==> src/rtl/axi_mem_limiter_pkg.sv <==
// Shared AXI parameters for the memory-port outstanding-burst limiter.
package axi_mem_limiter_pkg;
  localparam int AXI_DATA_W  = 64;
  localparam int AXI_ID_W    = 4;
  localparam int AXI_ADDR_W  = 32;
  localparam int AXI_MAX_OUT = 8;
  localparam int CNT_W       = 4;
  localparam int STALL_W     = 32;

  typedef enum logic [1:0] {
    BURST_FIXED = 2'b00,
    BURST_INCR  = 2'b01,
    BURST_WRAP  = 2'b10,
    BURST_RSVD  = 2'b11
  } axi_burst_e;

  function automatic logic cnt_stall(input logic valid, input logic [CNT_W-1:0] cnt,
                                     input logic [CNT_W-1:0] max);
    return valid && (cnt == max);
  endfunction
endpackage

==> src/rtl/axi_mem_limiter_counter.sv <==
// Saturating up/down burst counter with a sticky underflow flag, plus its checker.
module axi_burst_counter
  import axi_mem_limiter_pkg::*;
#(
  parameter int W = CNT_W
) (
  input  logic         clk,
  input  logic         rst,
  input  logic         inc,
  input  logic         dec,
  input  logic [W-1:0] max,
  output logic [W-1:0] count,
  output logic         full,
  output logic         err
);
  logic [W-1:0] count_r;
  logic         err_r;

  // Count open bursts; a retire with nothing open holds at zero and latches err
  always_ff @(posedge clk) begin
    if (rst) begin
      count_r <= {W{1'b0}};
      err_r   <= 1'b0;
    end else begin
      case ({inc, dec})
        2'b10: count_r <= count_r + {{(W-1){1'b0}}, 1'b1};
        2'b01: begin
          if (count_r == {W{1'b0}}) begin
            err_r <= 1'b1;
          end else begin
            count_r <= count_r - {{(W-1){1'b0}}, 1'b1};
          end
        end
        default: count_r <= count_r;
      endcase
    end
  end

  assign count = count_r;
  assign full  = (count_r >= max);
  assign err   = err_r;
endmodule

module axi_burst_counter_chk (
  input logic clk,
  input logic rst,
  input logic inc,
  input logic dec,
  input logic full,
  input logic err
);
  a_no_underflow: assert property (@(posedge clk) disable iff (rst) !err);
  a_no_overflow:  assert property (@(posedge clk) disable iff (rst) !(full && inc && !dec));
endmodule

==> src/rtl/axi_mem_limiter.sv <==
// Limits open AXI read/write bursts to MAX_OUT per direction; payloads pass through untouched.
module axi_mem_limiter
  import axi_mem_limiter_pkg::*;
#(
  parameter int DATA_W  = AXI_DATA_W,
  parameter int ID_W    = AXI_ID_W,
  parameter int ADDR_W  = AXI_ADDR_W,
  parameter int MAX_OUT = AXI_MAX_OUT
) (
  input  logic                uncoreclk,
  input  logic                uncorerst,
  input  logic [ID_W-1:0]     s_axi_awid,
  input  logic [ADDR_W-1:0]   s_axi_awaddr,
  input  logic [7:0]          s_axi_awlen,
  input  logic [2:0]          s_axi_awsize,
  input  logic [1:0]          s_axi_awburst,
  input  logic                s_axi_awvalid,
  output logic                s_axi_awready,
  input  logic [DATA_W-1:0]   s_axi_wdata,
  input  logic [DATA_W/8-1:0] s_axi_wstrb,
  input  logic                s_axi_wlast,
  input  logic                s_axi_wvalid,
  output logic                s_axi_wready,
  output logic [ID_W-1:0]     s_axi_bid,
  output logic [1:0]          s_axi_bresp,
  output logic                s_axi_bvalid,
  input  logic                s_axi_bready,
  input  logic [ID_W-1:0]     s_axi_arid,
  input  logic [ADDR_W-1:0]   s_axi_araddr,
  input  logic [7:0]          s_axi_arlen,
  input  logic [2:0]          s_axi_arsize,
  input  logic [1:0]          s_axi_arburst,
  input  logic                s_axi_arvalid,
  output logic                s_axi_arready,
  output logic [ID_W-1:0]     s_axi_rid,
  output logic [DATA_W-1:0]   s_axi_rdata,
  output logic [1:0]          s_axi_rresp,
  output logic                s_axi_rlast,
  output logic                s_axi_rvalid,
  input  logic                s_axi_rready,
  output logic [ID_W-1:0]     m_axi_awid,
  output logic [ADDR_W-1:0]   m_axi_awaddr,
  output logic [7:0]          m_axi_awlen,
  output logic [2:0]          m_axi_awsize,
  output logic [1:0]          m_axi_awburst,
  output logic                m_axi_awvalid,
  input  logic                m_axi_awready,
  output logic [DATA_W-1:0]   m_axi_wdata,
  output logic [DATA_W/8-1:0] m_axi_wstrb,
  output logic                m_axi_wlast,
  output logic                m_axi_wvalid,
  input  logic                m_axi_wready,
  input  logic [ID_W-1:0]     m_axi_bid,
  input  logic [1:0]          m_axi_bresp,
  input  logic                m_axi_bvalid,
  output logic                m_axi_bready,
  output logic [ID_W-1:0]     m_axi_arid,
  output logic [ADDR_W-1:0]   m_axi_araddr,
  output logic [7:0]          m_axi_arlen,
  output logic [2:0]          m_axi_arsize,
  output logic [1:0]          m_axi_arburst,
  output logic                m_axi_arvalid,
  input  logic                m_axi_arready,
  input  logic [ID_W-1:0]     m_axi_rid,
  input  logic [DATA_W-1:0]   m_axi_rdata,
  input  logic [1:0]          m_axi_rresp,
  input  logic                m_axi_rlast,
  input  logic                m_axi_rvalid,
  output logic                m_axi_rready,
  output logic [CNT_W-1:0]    rd_outstanding,
  output logic [CNT_W-1:0]    wr_outstanding,
  output logic [STALL_W-1:0]  stall_cnt
);
  localparam logic [CNT_W-1:0] MAX_C = CNT_W'(MAX_OUT);

  logic [CNT_W-1:0]   rd_cnt_s, wr_cnt_s, wd_cnt_s;
  logic               rd_full_s, wr_full_s, wd_full_s;
  logic               rd_err_s, wr_err_s, wd_err_s;
  logic               run_s, ar_ok_s, aw_ok_s, w_open_s;
  logic               ar_hs_s, r_done_s, aw_hs_s, w_done_s, b_hs_s;
  logic [STALL_W-1:0] stall_r;

  assign run_s   = ~uncorerst;
  assign ar_ok_s = run_s & ~rd_full_s;
  assign aw_ok_s = run_s & ~wr_full_s;

  assign m_axi_arid    = s_axi_arid;
  assign m_axi_araddr  = s_axi_araddr;
  assign m_axi_arlen   = s_axi_arlen;
  assign m_axi_arsize  = s_axi_arsize;
  assign m_axi_arburst = s_axi_arburst;
  assign m_axi_arvalid = s_axi_arvalid & ar_ok_s;
  assign s_axi_arready = m_axi_arready & ar_ok_s;

  assign s_axi_rid    = m_axi_rid;
  assign s_axi_rdata  = m_axi_rdata;
  assign s_axi_rresp  = m_axi_rresp;
  assign s_axi_rlast  = m_axi_rlast;
  assign s_axi_rvalid = m_axi_rvalid & run_s;
  assign m_axi_rready = s_axi_rready & run_s;

  assign m_axi_awid    = s_axi_awid;
  assign m_axi_awaddr  = s_axi_awaddr;
  assign m_axi_awlen   = s_axi_awlen;
  assign m_axi_awsize  = s_axi_awsize;
  assign m_axi_awburst = s_axi_awburst;
  assign m_axi_awvalid = s_axi_awvalid & aw_ok_s;
  assign s_axi_awready = m_axi_awready & aw_ok_s;

  // W may only run against an address already accepted or being accepted now
  assign w_open_s     = run_s & ((wd_cnt_s != {CNT_W{1'b0}}) | aw_hs_s);
  assign m_axi_wdata  = s_axi_wdata;
  assign m_axi_wstrb  = s_axi_wstrb;
  assign m_axi_wlast  = s_axi_wlast;
  assign m_axi_wvalid = s_axi_wvalid & w_open_s;
  assign s_axi_wready = m_axi_wready & w_open_s;

  assign s_axi_bid    = m_axi_bid;
  assign s_axi_bresp  = m_axi_bresp;
  assign s_axi_bvalid = m_axi_bvalid & run_s;
  assign m_axi_bready = s_axi_bready & run_s;

  assign ar_hs_s  = m_axi_arvalid & m_axi_arready;
  assign r_done_s = m_axi_rvalid & m_axi_rready & m_axi_rlast;
  assign aw_hs_s  = m_axi_awvalid & m_axi_awready;
  assign w_done_s = m_axi_wvalid & m_axi_wready & m_axi_wlast;
  assign b_hs_s   = m_axi_bvalid & m_axi_bready;

  axi_burst_counter #(.W(CNT_W)) u_rd_cnt (
    .clk(uncoreclk), .rst(uncorerst), .inc(ar_hs_s), .dec(r_done_s), .max(MAX_C),
    .count(rd_cnt_s), .full(rd_full_s), .err(rd_err_s)
  );
  axi_burst_counter #(.W(CNT_W)) u_wr_cnt (
    .clk(uncoreclk), .rst(uncorerst), .inc(aw_hs_s), .dec(b_hs_s), .max(MAX_C),
    .count(wr_cnt_s), .full(wr_full_s), .err(wr_err_s)
  );
  axi_burst_counter #(.W(CNT_W)) u_wd_cnt (
    .clk(uncoreclk), .rst(uncorerst), .inc(aw_hs_s), .dec(w_done_s), .max(MAX_C),
    .count(wd_cnt_s), .full(wd_full_s), .err(wd_err_s)
  );

  axi_burst_counter_chk u_rd_chk (.clk(uncoreclk), .rst(uncorerst), .inc(ar_hs_s),
    .dec(r_done_s), .full(rd_full_s), .err(rd_err_s));
  axi_burst_counter_chk u_wr_chk (.clk(uncoreclk), .rst(uncorerst), .inc(aw_hs_s),
    .dec(b_hs_s), .full(wr_full_s), .err(wr_err_s));
  axi_burst_counter_chk u_wd_chk (.clk(uncoreclk), .rst(uncorerst), .inc(aw_hs_s),
    .dec(w_done_s), .full(wd_full_s), .err(wd_err_s));

  // Free-running count of cycles where an address request is held back by a full counter
  always_ff @(posedge uncoreclk) begin
    if (uncorerst) begin
      stall_r <= {STALL_W{1'b0}};
    end else if (cnt_stall(s_axi_arvalid, rd_cnt_s, MAX_C) |
                 cnt_stall(s_axi_awvalid, wr_cnt_s, MAX_C)) begin
      stall_r <= stall_r + {{(STALL_W-1){1'b0}}, 1'b1};
    end else begin
      stall_r <= stall_r;
    end
  end

  assign rd_outstanding = rd_cnt_s;
  assign wr_outstanding = wr_cnt_s;
  assign stall_cnt      = stall_r;
endmodule

==> config.mk <==
export PLATFORM = sky130hd
export DESIGN_NAME = axi_mem_limiter
export DESIGN_NICKNAME = d
export VERILOG_FILES = /design/src/rtl/axi_mem_limiter_pkg.sv /design/src/rtl/axi_mem_limiter_counter.sv /design/src/rtl/axi_mem_limiter.sv
export SDC_FILE = /design/constraint.sdc
export NUM_CORES = 1
export LEC_CHECK = 0
export ABC_CLOCK_PERIOD_IN_PS = 4690
export BUFFER_PORTS_ARGS = -buffer_cell sky130_fd_sc_hd__buf_2
export CORE_AREA = 3 3 214 216
export DETAILED_ROUTE_END_ITERATION = 10
export DIE_AREA = 0 0 217 219
export GPL_TIMING_DRIVEN = 0
export PLACE_DENSITY = 0.34
export SYNTH_ARGS = -nofsm -noshare
export SYNTH_HDL_FRONTEND = slang
export SYNTH_SLANG_ARGS = --single-unit
export TNS_END_PERCENT = 30
==> constraint.sdc <==
create_clock -name uncoreclk -period 4.69 [get_ports uncoreclk]
set_clock_uncertainty 0.2 [all_clocks]
set_input_delay 1.407 -clock uncoreclk [delete_from_list [all_inputs] [get_ports uncoreclk]]
set_output_delay 1.407 -clock uncoreclk [all_outputs]
set_load 0.005 [all_outputs]
==> results.py <==
metrics = {
    "synthesis": {
        "synth.area.top_cells": "buf_4 (41%), dfxtp_1 (19%), mux2_1 (3.5%)",
        "synth_nets": 836,
        "synth-xor-area-share_pct": 0.9610,
        "synth-main-ff-cell": "dfxtp_1",
        "synth_mux_area_share_pct": 4.338,
        "synth_edf_count": 0,
        "yosysWarnings": 0,
        "synth.avg_cell_area_sq_um": 8.051,
        "yosysTopAreaCell": "buf_4",
        "yosysSeqAreaShare_pct": 19.33,
        "synth-simple-area-share_pct": 20.79,
        "synth_adder_area_share_pct": 3.240,
        "synth-compound-area-share_pct": 7.523,
        "yosysUniqueCellTypes": 49,
        "synth_area_sq_um": 4557,
        "synth-seq-cells": 44,
        "synth_async_sr_flop_share_pct": 0,
        "synth_top_family_by_area": "buffers and inverters",
        "syn_inst": 566,
        "synth_top_cell_area_share_pct": 41.02,
        "synthTopCellsByCount": "buf_4 (249), dfxtp_1 (44), a21oi_1 (23)",
        "synth.most_common_cell": "buf_4",
    },
    "route": {
        "viasPerCell": 3.222,
        "initialDrtViolationCount": 175,
        "drt-total-wl_um": 19520,
        "wl_per_cell_um": 13.23,
        "vias": 4755,
        "drt_pass1_iterations": 4,
        "antenna_left": 0,
        "drc": 0,
    },
    "cts": {
        "clkLatencyLatePin_ns": 0.30,
        "ctsRootBufferMaster": "clkbuf_16",
        "cts_max_path_buffers": 2,
        "postCtsSetupBuffers": 0,
        "hold_buffers": 0,
        "cts_num_sinks": 44,
        "clk_pin_slew_ns": 0.06,
        "htreeDepth": 2,
        "cts_inserted_buffers": 5,
        "cts_tree": "built",
    },
    "die": {
        "die_y_um": 219,
        "start_util_pct": 10.33,
        "coreArea_sq_um": 44120,
        "die_width_um": 217,
        "dieArea_sq_um": 47520,
        "rows": 77,
        "ioPinCount": 558,
    },
    "placement": {
        "dp_cells": 1468,
        "dp_hpwl_um": 16920,
        "gp_congestion": 0.7115,
        "port_buffers": 310,
    },
    "cells_and_area": {
        "fillers": 5066,
        "regArea_sq_um": 880.8,
        "final_nets": 1153,
        "diodes": 0,
        "areaGrowthSynthToFinish_pct": 53.73,
        "instances_no_fill": 1476,
        "multi_input_area_sq_um": 1679,
        "layout-drive-gt1-share_pct": 65.95,
    },
    "sta": {
        "maxSlewViolCount": 0,
        "period_needed_ns": 4.463,
        "rsz0062_at_grt": "no",
        "finalCritPeriodShare_pct": 95.17,
        "timing_hold_violations_final": 0,
        "fmax_ghz": 0.2240,
        "finalSetupViolations": 0,
        "maxSlewHeadroom_pct": 47.15,
        "worstMarginPinSlew_ns": 0.7928,
        "holdWs_ns": 0.2773,
    },
    "setup_path": {
        "cp.required_ns": 3.08,
        "cp-end-kind": "output pin",
        "path_max_fanout": 10,
        "worstSetupStartpointType": "input port",
        "crit_type": "in -> out",
        "crit_arrival_ns": 2.86,
    },
    "power_and_ir_drop": {
        "powerDensity_nw_per_um2": 162.6,
        "vdd_ir_drop_max_mv": 0.1150,
        "power.leakage_nw": 3.571,
        "power_mw": 1.139,
    },
    "global_routing": {
        "grt_pass1_vias": 4515,
        "grt_use_total_pct": 7.238,
        "grt_max_degree": 15,
        "grt_pass1_wl_um": 26430,
        "gr-total-overflow": 0,
        "antenna_found_initial": 0,
    },
    "worst_hold_path": {
        "hold_path_class": "reg -> reg",
    },
    "run": {
        "drv_cap": 0,
    },
    "outcome": {
        "status": "finished, final reports clean",
    },
}
## power breakdown
part / switching, mW / internal, mW / total [mW] / leakage [nW]
Sequential: 0.0106 / 0.380 / 0.390 / 0.355
Clock: 0.168 / 0.213 / 0.381 / 0.0691
Combinational: 0.135 / 0.233 / 0.368 / 3.15
Total: 0.314 / 0.825 / 1.14 / 3.57
## registers in the layout (all words and copies together), names as in the netlist
register        count
stall_cnt          32
u_rd_cnt.count      4
u_wd_cnt.count      4
u_wr_cnt.count      4
## per-layer routing
metal | vias to the layer above | wire [um] | GRT usage, %
met5 | - | 0 | 0
met1 | 2161 | 7075 | 7.985
met3 | 8 | 1674 | 2.049
met2 | 266 | 10580 | 13.82
met4 | 0 | 193 | 1.392
li1 | 2320 | - | -
## cell families after synthesis
| family | after synthesis |
|---|---|
| xor gates and xnor gates | 5 |
| DFF | 44 |
| adders and majority gates | 10 |
| buffers and inverters | 279 |
| and+or+nand+nor | 155 |
| AOI/OAI and AO/OA | 55 |
| muxes | 18 |
## area by class of cell
type,count,area share [%]
Buffer,266,27.84
Multi-Input combinational cell,243,23.97
Timing Repair Buffer,310,22.15
Sequential cell,44,12.57
Tap cell,592,10.57
Clock buffer,6,1.982
Inverter,13,0.6966
Clock inverter,2,0.2143
## stage by stage
stage	worst slack (ns)	setup TNS [ns]	instance area [sq um]	util (%)
2_1_floorplan	0.7526	0	4557	-
3_3_place_gp	-0.1265	-0.4743	6849	15.52
3_5_place_dp	-0.1444	-0.5440	6849	15.52
4_1_cts	0.1003	0	7004	15.87
5_1_grt	0.05206	0	7005	15.88
6_report	0.2265	0	7005	15.88
## layout by cell type (no fill, tap or decap), types with 2 or more instances in the layout
cell type and instances:
buf_2 317, buf_4 249, dfxtp_1 44, a21oi_1 23, nor2_1 22, nand2_1 16, nor2b_1 16, or4_1 15
mux2_1 14, nor4_1 13, inv_1 12, o31ai_1 12, nand3_1 11, and2_1 10, nor3_1 10, nand4_1 8
clkbuf_1 7, and4_1 7, ha_1 7, or3_1 5, o21ai_0 5, clkbuf_16 5, mux2i_1 4, o21ai_1 4
nor3b_1 3, and3_1 3, xnor2_1 3, a21o_1 3, fa_1 3, and4bb_1 2, nand4b_1 2, nand3b_1 2
nor3_2 2, a211oi_1 2, nand2b_1 2, o211ai_1 2, xor2_1 2, clkinvlp_4 2
## critical path, stage by stage
cell	delay, ns
buf_2	0.20
clkbuf_1	0.44
buf_2	0.41
nor2_1	0.10
and2_1	0.17
buf_2	0.13
## timing repair
action | in CTS | in global routing
pin swaps | 0 | 0
endpoints found under the setup margin | 4 | 4
gates resized for setup | 1 | 2
## worst paths after layout
| path | start | end | slack (ns) | depth (start not counted) |
|---|---|---|---|---|
| worst min-delay path | u_wd_cnt.count[3] | u_wd_cnt.count[3] | 0.28 | 1 |
| worst min register to register | u_wd_cnt.count[3] | u_wd_cnt.count[3] | 0.28 | 1 |
| worst max register to register | u_wr_cnt.count[3] | u_wd_cnt.count[3] | 2.05 | 9 |
| worst max-delay path | uncorerst | m_axi_arvalid | 0.23 | 6 |
Note: power is estimated with default switching activity, not from simulation.
